$ cat src/rtl/aes_stream_pkg.sv
// Shared word/block types for the AES 32-bit stream stacking and unstacking paths.
package aes_stream_pkg;

    localparam int unsigned WORD_W  = 32;
    localparam int unsigned WORDS   = 4;
    localparam int unsigned BLOCK_W = WORD_W * WORDS;
    localparam int unsigned IDX_W   = $clog2(WORDS);

    typedef logic [WORD_W-1:0]  word_t;
    typedef logic [BLOCK_W-1:0] block_t;
    typedef logic [IDX_W-1:0]   word_idx_t;

    localparam word_idx_t LAST_IDX = word_idx_t'(WORDS - 1);

    // Occupancy of the two-entry block buffer
    typedef enum logic [1:0] {
        OCC_EMPTY = 2'd0,
        OCC_ONE   = 2'd1,
        OCC_FULL  = 2'd2
    } occ_e;

    // Word idx of a block, word 0 being the most-significant slice
    function automatic word_t get_word(input block_t blk, input word_idx_t idx);
        word_t w;
        w = '0;
        for (int unsigned i = 0; i < WORDS; i++) begin
            if (word_idx_t'(i) == idx) begin
                w = blk[BLOCK_W-1-i*WORD_W -: WORD_W];
            end
        end
        return w;
    endfunction

endpackage

$ cat src/rtl/block_unstacker_if.sv
// Block-in / word-out stream bundle; slave is the unstacker side, master the environment side.
interface block_unstacker_if;
    import aes_stream_pkg::*;

    logic   valid_i;
    logic   ready_o;
    block_t block_i;
    logic   valid_o;
    logic   ready_i;
    word_t  word_o;
    logic   last_o;

    modport slave (
        input  valid_i,
        input  block_i,
        input  ready_i,
        output ready_o,
        output valid_o,
        output word_o,
        output last_o
    );

    modport master (
        output valid_i,
        output block_i,
        output ready_i,
        input  ready_o,
        input  valid_o,
        input  word_o,
        input  last_o
    );
endinterface

$ cat src/rtl/block_unstacker_fifo2.sv
// Two-entry block buffer: write/read pointers, occupancy FSM, retired entries zeroed.
module block_unstacker_fifo2
    import aes_stream_pkg::*;
(
    input  logic   clk_i,
    input  logic   rst_i,
    input  logic   clr_i,
    input  logic   push,
    input  block_t wdata,
    input  logic   pop,
    output block_t head,
    output logic   full,
    output logic   empty
);

    occ_e   state;
    occ_e   state_nx;
    logic   wr_ptr;
    logic   rd_ptr;
    block_t entry [2];

    // Occupancy state register
    always_ff @(posedge clk_i) begin
        if (rst_i || clr_i) begin
            state <= OCC_EMPTY;
        end else begin
            state <= state_nx;
        end
    end

    // Occupancy next state; push and pop in ONE leaves occupancy unchanged
    always_comb begin
        state_nx = state;
        unique case (state)
            OCC_EMPTY: if (push) state_nx = OCC_ONE;
            OCC_ONE: begin
                if (push && !pop) begin
                    state_nx = OCC_FULL;
                end else if (pop && !push) begin
                    state_nx = OCC_EMPTY;
                end
            end
            OCC_FULL:  if (pop) state_nx = OCC_ONE;
            default:   state_nx = OCC_EMPTY;
        endcase
    end

    // Entry storage and pointers; with one entry held, push and pop never share an index
    always_ff @(posedge clk_i) begin
        if (rst_i || clr_i) begin
            wr_ptr   <= 1'b0;
            rd_ptr   <= 1'b0;
            entry[0] <= '0;
            entry[1] <= '0;
        end else begin
            if (pop) begin
                entry[rd_ptr] <= '0;
                rd_ptr        <= ~rd_ptr;
            end
            if (push) begin
                entry[wr_ptr] <= wdata;
                wr_ptr        <= ~wr_ptr;
            end
        end
    end

    assign head  = entry[rd_ptr];
    assign full  = (state == OCC_FULL);
    assign empty = (state == OCC_EMPTY);

endmodule

$ cat src/rtl/block_unstacker.sv
// Splits 128-bit AES result blocks into four 32-bit words, most-significant word first.
module block_unstacker
    import aes_stream_pkg::*;
(
    input  logic clk_i,
    input  logic rst_i,
    input  logic clr_i,
    input  logic enable_i,
    block_unstacker_if.slave bus
);

    word_idx_t word_idx;
    block_t    head;
    logic      full;
    logic      empty;
    logic      accept;
    logic      xfer;
    logic      retire;

    // Handshakes are gated by enable so a low enable freezes all state
    assign bus.ready_o = enable_i & ~full;
    assign bus.valid_o = enable_i & ~empty;
    assign accept      = bus.valid_i & bus.ready_o;
    assign xfer        = bus.valid_o & bus.ready_i;
    assign retire      = xfer & (word_idx == LAST_IDX);

    block_unstacker_fifo2 u_fifo (
        .clk_i (clk_i),
        .rst_i (rst_i),
        .clr_i (clr_i),
        .push  (accept),
        .wdata (bus.block_i),
        .pop   (retire),
        .head  (head),
        .full  (full),
        .empty (empty)
    );

    // Word position within the head block; wraps when the block retires
    always_ff @(posedge clk_i) begin
        if (rst_i || clr_i) begin
            word_idx <= '0;
        end else if (xfer) begin
            word_idx <= (word_idx == LAST_IDX) ? '0 : word_idx + word_idx_t'(1);
        end
    end

    assign bus.word_o = bus.valid_o ? get_word(head, word_idx) : '0;
    assign bus.last_o = bus.valid_o & (word_idx == LAST_IDX);

endmodule
$ cat src/flat_wrapper.sv
// flat-port wrapper written by rule: the top's interface ports become plain ports
module block_unstacker_flat import aes_stream_pkg::*;
  (clk_i, rst_i, clr_i, enable_i, bus_valid_i, bus_block_i, bus_ready_i, bus_ready_o, bus_valid_o, bus_word_o, bus_last_o);
  block_unstacker_if bus_i ();
  input  logic clk_i;
  input  logic rst_i;
  input  logic clr_i;
  input  logic enable_i;
  input wire logic [$bits(bus_i.valid_i)-1:0] bus_valid_i;
  input wire logic [$bits(bus_i.block_i)-1:0] bus_block_i;
  input wire logic [$bits(bus_i.ready_i)-1:0] bus_ready_i;
  output wire logic [$bits(bus_i.ready_o)-1:0] bus_ready_o;
  output wire logic [$bits(bus_i.valid_o)-1:0] bus_valid_o;
  output wire logic [$bits(bus_i.word_o)-1:0] bus_word_o;
  output wire logic [$bits(bus_i.last_o)-1:0] bus_last_o;
  assign bus_i.valid_i = bus_valid_i;
  assign bus_i.block_i = bus_block_i;
  assign bus_i.ready_i = bus_ready_i;
  assign bus_ready_o = bus_i.ready_o;
  assign bus_valid_o = bus_i.valid_o;
  assign bus_word_o = bus_i.word_o;
  assign bus_last_o = bus_i.last_o;
  block_unstacker u_core (.clk_i(clk_i), .rst_i(rst_i), .clr_i(clr_i), .enable_i(enable_i), .bus(bus_i));
endmodule
$ cat config.mk
export PLATFORM = sky130hd
export DESIGN_NAME = block_unstacker_flat
export DESIGN_NICKNAME = d
export VERILOG_FILES = /design/src/rtl/aes_stream_pkg.sv /design/src/rtl/block_unstacker_if.sv /design/src/rtl/block_unstacker_fifo2.sv /design/src/rtl/block_unstacker.sv /design/src/flat_wrapper.sv
export SDC_FILE = /design/constraint.sdc
export NUM_CORES = 1
export LEC_CHECK = 0
export CAP_MARGIN = 20
export CORE_UTILIZATION = 55
export CTS_CLUSTER_SIZE = 10
export DETAILED_ROUTE_END_ITERATION = 10
export GPL_TIMING_DRIVEN = 0
export PLACE_DENSITY = 0.8
export SLEW_MARGIN = 5
export SYNTH_ARGS = -nofsm -noshare
export SYNTH_HDL_FRONTEND = slang
export SYNTH_SLANG_ARGS = --single-unit
$ cat constraint.sdc
create_clock -name clk_i -period 5.2 [get_ports clk_i]
set_input_delay 1.04 -clock clk_i [delete_from_list [all_inputs] [get_ports clk_i]]
set_output_delay 1.04 -clock clk_i [all_outputs]
set_load 0.01 [all_outputs]
==> run metrics, run 1 <==
outcome finished clean; hold slack 0.521 ns; post-CTS sizing 0; PwrDens 300 mW/mm²; Setup crit end kind output pin; first-pass GRT wire length 51,700 µm; crit path max fanout 10; Final TNS setup 0 ns; max cap viols 0; Vias 9,372; layout net count 1,385; Post-route DRC 0; global placer's final weighted congestion 0.821; Detailed Route WL 34,600 µm; Max Slew Vio Count 0; post-layout min period 4.31 ns; Finished Core Util 70.2%; setup slack after layout 0.887 ns; io pins 169; fillers 1,538; antenna cell count 0; Setup CP Type reg -> out; sequential cell area 0.00783 mm²; CP arrival 3.27 ns; Pre-antenna DRT Iters 5; DIE HEIGHT 153 µm; antenna violations before repair 1; RSZ-0062 raised after global routing no; leakage 0.00575 µW; post-synth top area share 61.2%; clock slew at reported path FFs 0.05 ns; Setup Fix Bufs, Post-CTS 0; dpl ws 1.37 ns; Synth Warn # 0; synth cell count leaders edfxtp_1, nor3_1, inv_1, mux2i_1, clkbuf_1; Req. time, crit path 4.16 ns; register bit total from synthesis 263; CTS max path bufs 3; main flop type after synthesis edfxtp_1; Netlist cell types 36; VDD IR max 0.273 mV; row cnt 54; Tightest Pin Transition 0.872 ns; die area 0.0235 mm²; total clock sinks 263; CTS tree built; Post-Layout Cell Count 1,539; H-tree depth 1; WL/cell 22.5 µm; crit start category flop; post-detail-place hpwl 24,400 µm; Syn Nets 1,183; Slew headroom 41.8%; core area 0.0221 mm²; post-route ant nets 0; Hold Vio Cnt, Final 0; Vias per Instance 6.09; grt ovf 0; GR Util All Layers 29.5%; PortBufs 167; Worst-Skew Late Latency 0.55 ns; Cells after Synth 1,044; register area share after synthesis 62.3%; pin count of the biggest net entering global routing 68; Placed Cells incl. Taps 1,494; Initial Utilization 56.9%; Fmax achieved 232 MHz; Post-Route Skew 0.0102 ns; CTS hold repair buffers 0; Die Wd 153 µm; clk root buf clkbuf_16; Synth async-reset ratio 0%; total CTS buffers 30; R2R Setup Slk 2.18 ns; multi-input logic area 0.00364 mm²; vias in the first global route 9,126; Post-synth EDFFs 256; final setup vio count 0; initial DRC count 902; synthesized area 0.0126 mm²; Area contributors post-synth edfxtp_1, mux2i_1, nor3_1; part of the cycle the worst path needs 83.0%; area leader, netlist edfxtp_1; Hold/Removal Path Class reg -> reg; Post-Syn Area per Cell 12.0 µm²; layout cells sized above 1 7.07%; synthesis-to-layout area growth 23.5%
## power breakdown
group          switching [µW]  internal [µW]
combinational             203            156
clock                     769           1070
sequential               28.9           2430
total                    1000           3660
## through the flow
stage | area (µm²) | power (µW)
final | 15500 | 4660
after global placement | 14600 | 2850
after detailed placement | 14700 | 2850
after global routing | 15500 | 4770
after floorplan | 12600 | 2660
after CTS | 15500 | 4650
## registers in the layout (all words and copies together) (netlist names), named ones only
signal / flops
u_core.word_idx: 2
u_core.u_fifo.state: 2
u_core.u_fifo.rd_ptr: 1
u_core.u_fifo.wr_ptr: 1
u_core.u_fifo.entry: 256
## placed cells by master, fill, tap and decap left out, types with 9 or more instances in the layout
master           instances
a21oi_1                 35
buf_2                    9
buf_4                   11
buf_6                   27
clkbuf_1                58
clkbuf_16               31
clkdlybuf4s50_1        167
edfxtp_1               256
inv_1                  135
mux2i_1                128
nor3_1                 256
o21a_1                  35
o21ai_0                 32
o22ai_1                 32
## path summary, 6_finish.rpt
kind,cells after the start,start,end
setup reg to reg,6,u_core.word_idx[0]$_SDFFE_PP0N_,u_core.u_fifo.entry[1][92]$_SDFFCE_PN0P_
hold / removal,2,u_core.word_idx[1]$_SDFFE_PP0N_,u_core.word_idx[1]$_SDFFE_PP0N_
setup / recovery,8,u_core.word_idx[0]$_SDFFE_PP0N_,bus_word_o[18]
hold reg to reg,2,u_core.word_idx[1]$_SDFFE_PP0N_,u_core.word_idx[1]$_SDFFE_PP0N_
## layout make-up
cell class                      instances  area share (%)
Tap cell                              280            2.26
Clock buffer                           44            5.31
Inverter                              135            3.27
Multi-Input combinational cell        553            23.5
Timing Repair Buffer                  170            11.3
Sequential cell                       263            50.4
Clock inverter                          1          0.0484
Buffer                                 93            3.89
## per-layer routing
metal | up-vias | global-route usage [%] | wire length [µm]
met5 | - | 0 | 0
met4 | 0 | 11.8 | 1240
met3 | 85 | 5.90 | 3740
met2 | 636 | 47.9 | 16700
met1 | 4445 | 39.1 | 12900
li1 | 4206 | - | -
## worst max-delay path, stage by stage (launching register included)
cell	delay, ns
dfxtp_1	0.41
inv_1	0.09
ha_1	0.23
or3b_1	0.35
clkbuf_1	0.24
buf_2	0.27
o22ai_1	0.31
o21a_1	0.26
clkdlybuf4s50_1	0.55
## logic make-up after synthesis
family	Yosys count	synth area share (%)
multiplexers	128	10.2
XOR/XNOR	1	0.0697
buffers and inverters	228	8.84
adder cells (fa/ha/maj)	5	0.498
AND/OR/NAND/NOR	280	11.4
flip-flops	263	62.3
AO/OA/AOI/OAI	139	6.72
Power figures use the tool's default switching activity.
==> run 2, diff against run 1 <==
--- a/config.mk
+++ b/config.mk
@@ -6,11 +6,11 @@
 export NUM_CORES = 1
 export LEC_CHECK = 0
 export CAP_MARGIN = 20
-export CORE_UTILIZATION = 55
+export CORE_UTILIZATION = 50
 export CTS_CLUSTER_SIZE = 10
 export DETAILED_ROUTE_END_ITERATION = 10
 export GPL_TIMING_DRIVEN = 0
-export PLACE_DENSITY = 0.8
+export PLACE_DENSITY = 0.77
 export SLEW_MARGIN = 5
 export SYNTH_ARGS = -nofsm -noshare
 export SYNTH_HDL_FRONTEND = slang
==> constraint.sdc (replaced) <==
create_clock -name clk_i -period 3.5 [get_ports clk_i]
set_input_delay 0.7 -clock clk_i [delete_from_list [all_inputs] [get_ports clk_i]]
set_output_delay 0.7 -clock clk_i [all_outputs]
set_load 0.01 [all_outputs]
==> run metrics, run 2 (synthesized netlist as in run 1, its figures left out) <==
outcome finished clean; layout net count 1,384; dpl cell area 0.0148 mm²; grt ovf 0; final setup vio count 0; Worst-Skew Late Latency 0.54 ns; PortBufs 167; Req. time, crit path 2.80 ns; design area 0.0159 mm²; Fmax achieved 286 MHz; initial DRC count 1,152; post-route ant nets 0; pin count of the biggest net entering global routing 62; Hold Vio Cnt, Final 0; Post-route DRC 0; clock slew at reported path FFs 0.06 ns; Max Slew Vio Count 0; critical path's slowest cell clkdlybuf4s50_1; vias in the first global route 9,180; max cap viols 0; Tightest Pin Transition 0.775 ns; layout cells sized above 1 9.77%; Hold/Removal Path Class reg -> reg; beginning of the worst hold path u_core.word_idx[1]$_SDFFE_PP0N_; most frequent cells in the layout nor3_1, edfxtp_1, clkdlybuf4s50_1; Setup Fix Bufs, Post-CTS 0; crit-path cells inv_1 -> ha_1 -> or3b_4 -> o22ai_1 -> o21a_1 -> clkdlybuf4s50_1; Setup crit end kind output pin; post-layout min period 3.49 ns; crit path max fanout 5; Detailed Route WL 35,400 µm; io pins 169; biggest regs u_core.u_fifo.entry (256), u_core.u_fifo.state (2), u_core.word_idx (2); Pre-antenna DRT Iters 5; post-detail-place hpwl 24,400 µm; crit start category flop; Die Wd 161 µm; VDD IR max 0.309 mV; clk root buf clkbuf_16; DIE HEIGHT 161 µm; Setup CP Type reg -> out; Critical Path Start u_core.word_idx[0]$_SDFFE_PP0N_; core area 0.0245 mm²; Vias per Instance 5.89; setup slack after layout 0.00654 ns; Vias 9,329; CP max stage delay 0.55 ns; number of flip-flops in the largest register 256; H-tree depth 1; Initial Utilization 51.4%; Slew headroom 48.3%; worst r2r src u_core.word_idx[0]$_SDFFE_PP0N_; die area 0.0258 mm²; Finished Core Util 64.8%; synthesis-to-layout area growth 26.1%; CTS max path bufs 3; antenna cell count 0; global placer's final weighted congestion 0.843; part of the cycle the worst path needs 99.8%; total clock sinks 263; total power draw 7000 µW; Placed Cells incl. Taps 1,539; Largest Register u_core.u_fifo.entry; GR Util All Layers 27.5%; total CTS buffers 30; dpl ws 0.168 ns; CP arrival 2.79 ns; Post-Route Skew 0.00811 ns; leakage 0.00598 µW; CP Buf/Inv Count 2; antenna violations before repair 0; Top delay family on crit path buffers and inverters; Post-Layout Cell Count 1,583; RSZ-0062 raised after global routing no; PwrDens 442 mW/mm²; row cnt 57; WL/cell 22.4 µm; first-pass GRT wire length 53,400 µm; CTS tree built
-- run 2: cell types whose count changed in the layout (fill, tap and decap cells not counted), moves of 6 or more --
| cell | change |
|---|---|
| o22ai_2 | +16 |
| o22ai_1 | -23 |
| clkdlybuf4s50_1 | -14 |
| o22ai_4 | +7 |
| dlygate4sd2_1 | +6 |
| dlymetal6s2s_1 | +8 |
| clkbuf_1 | -9 |
-- run 2: through the flow --
stage / hold slack [ns] / TNS [ns]
finish: 0.482 / 0
global route: 0.513 / 0
CTS: 0.501 / -0.00368
detailed placement: 0.493 / 0
global placement: 0.486 / -225.37
floorplan: 0.469 / 0
-- run 2: repair_timing --
item / 4_1_cts / 5_1_grt
hold buffers: 0 / 0
setup endpoints to repair: 32 / 26
gates resized for setup: 43 / 26
pin swaps: 9 / 5
hold endpoints to repair: 0 / 0
-- run 2: worst register-to-register path: cells and delay by family, from the launching register on --
family	cells	cell delay [ns]
buf+inv	2	0.69
simple gates	2	0.41
fa+ha+maj	1	0.38
flops	1	0.36
compound gates	1	0.29
-- run 2: area by class of cell --
cell class,instances,area [µm²]
buffer,91,629
clock buffer,45,838
clock inverter,1,3.75
fill,1807,8610
inverter,135,507
multi-input combinational,553,3840
sequential,263,7830
tap,324,405
timing repair buffer,171,1790
-- run 2: per-layer routing --
metal	vias to the layer above	wire, µm	global-route usage, %
met3	74	3350	4.24
met4	0	906	7.88
li1	4214	-	-
met1	4518	13900	37.8
met2	523	17200	45.3
met5	-	0	0
-- run 2: final timing paths --
kind	end	slack [ns]	cells past startpoint
setup / recovery	bus_word_o[21]	0.007	6
hold / removal	u_core.word_idx[1]$_SDFFE_PP0N_	0.48	2
setup reg to reg	u_core.u_fifo.entry[0][59]$_SDFFCE_PN0P_	0.99	6
hold reg to reg	u_core.word_idx[1]$_SDFFE_PP0N_	0.48	2
-- run 2: where the power goes --
group	internal [µW]	switching [µW]
sequential	3610	42.4
clock	1620	1170
combinational	244	316
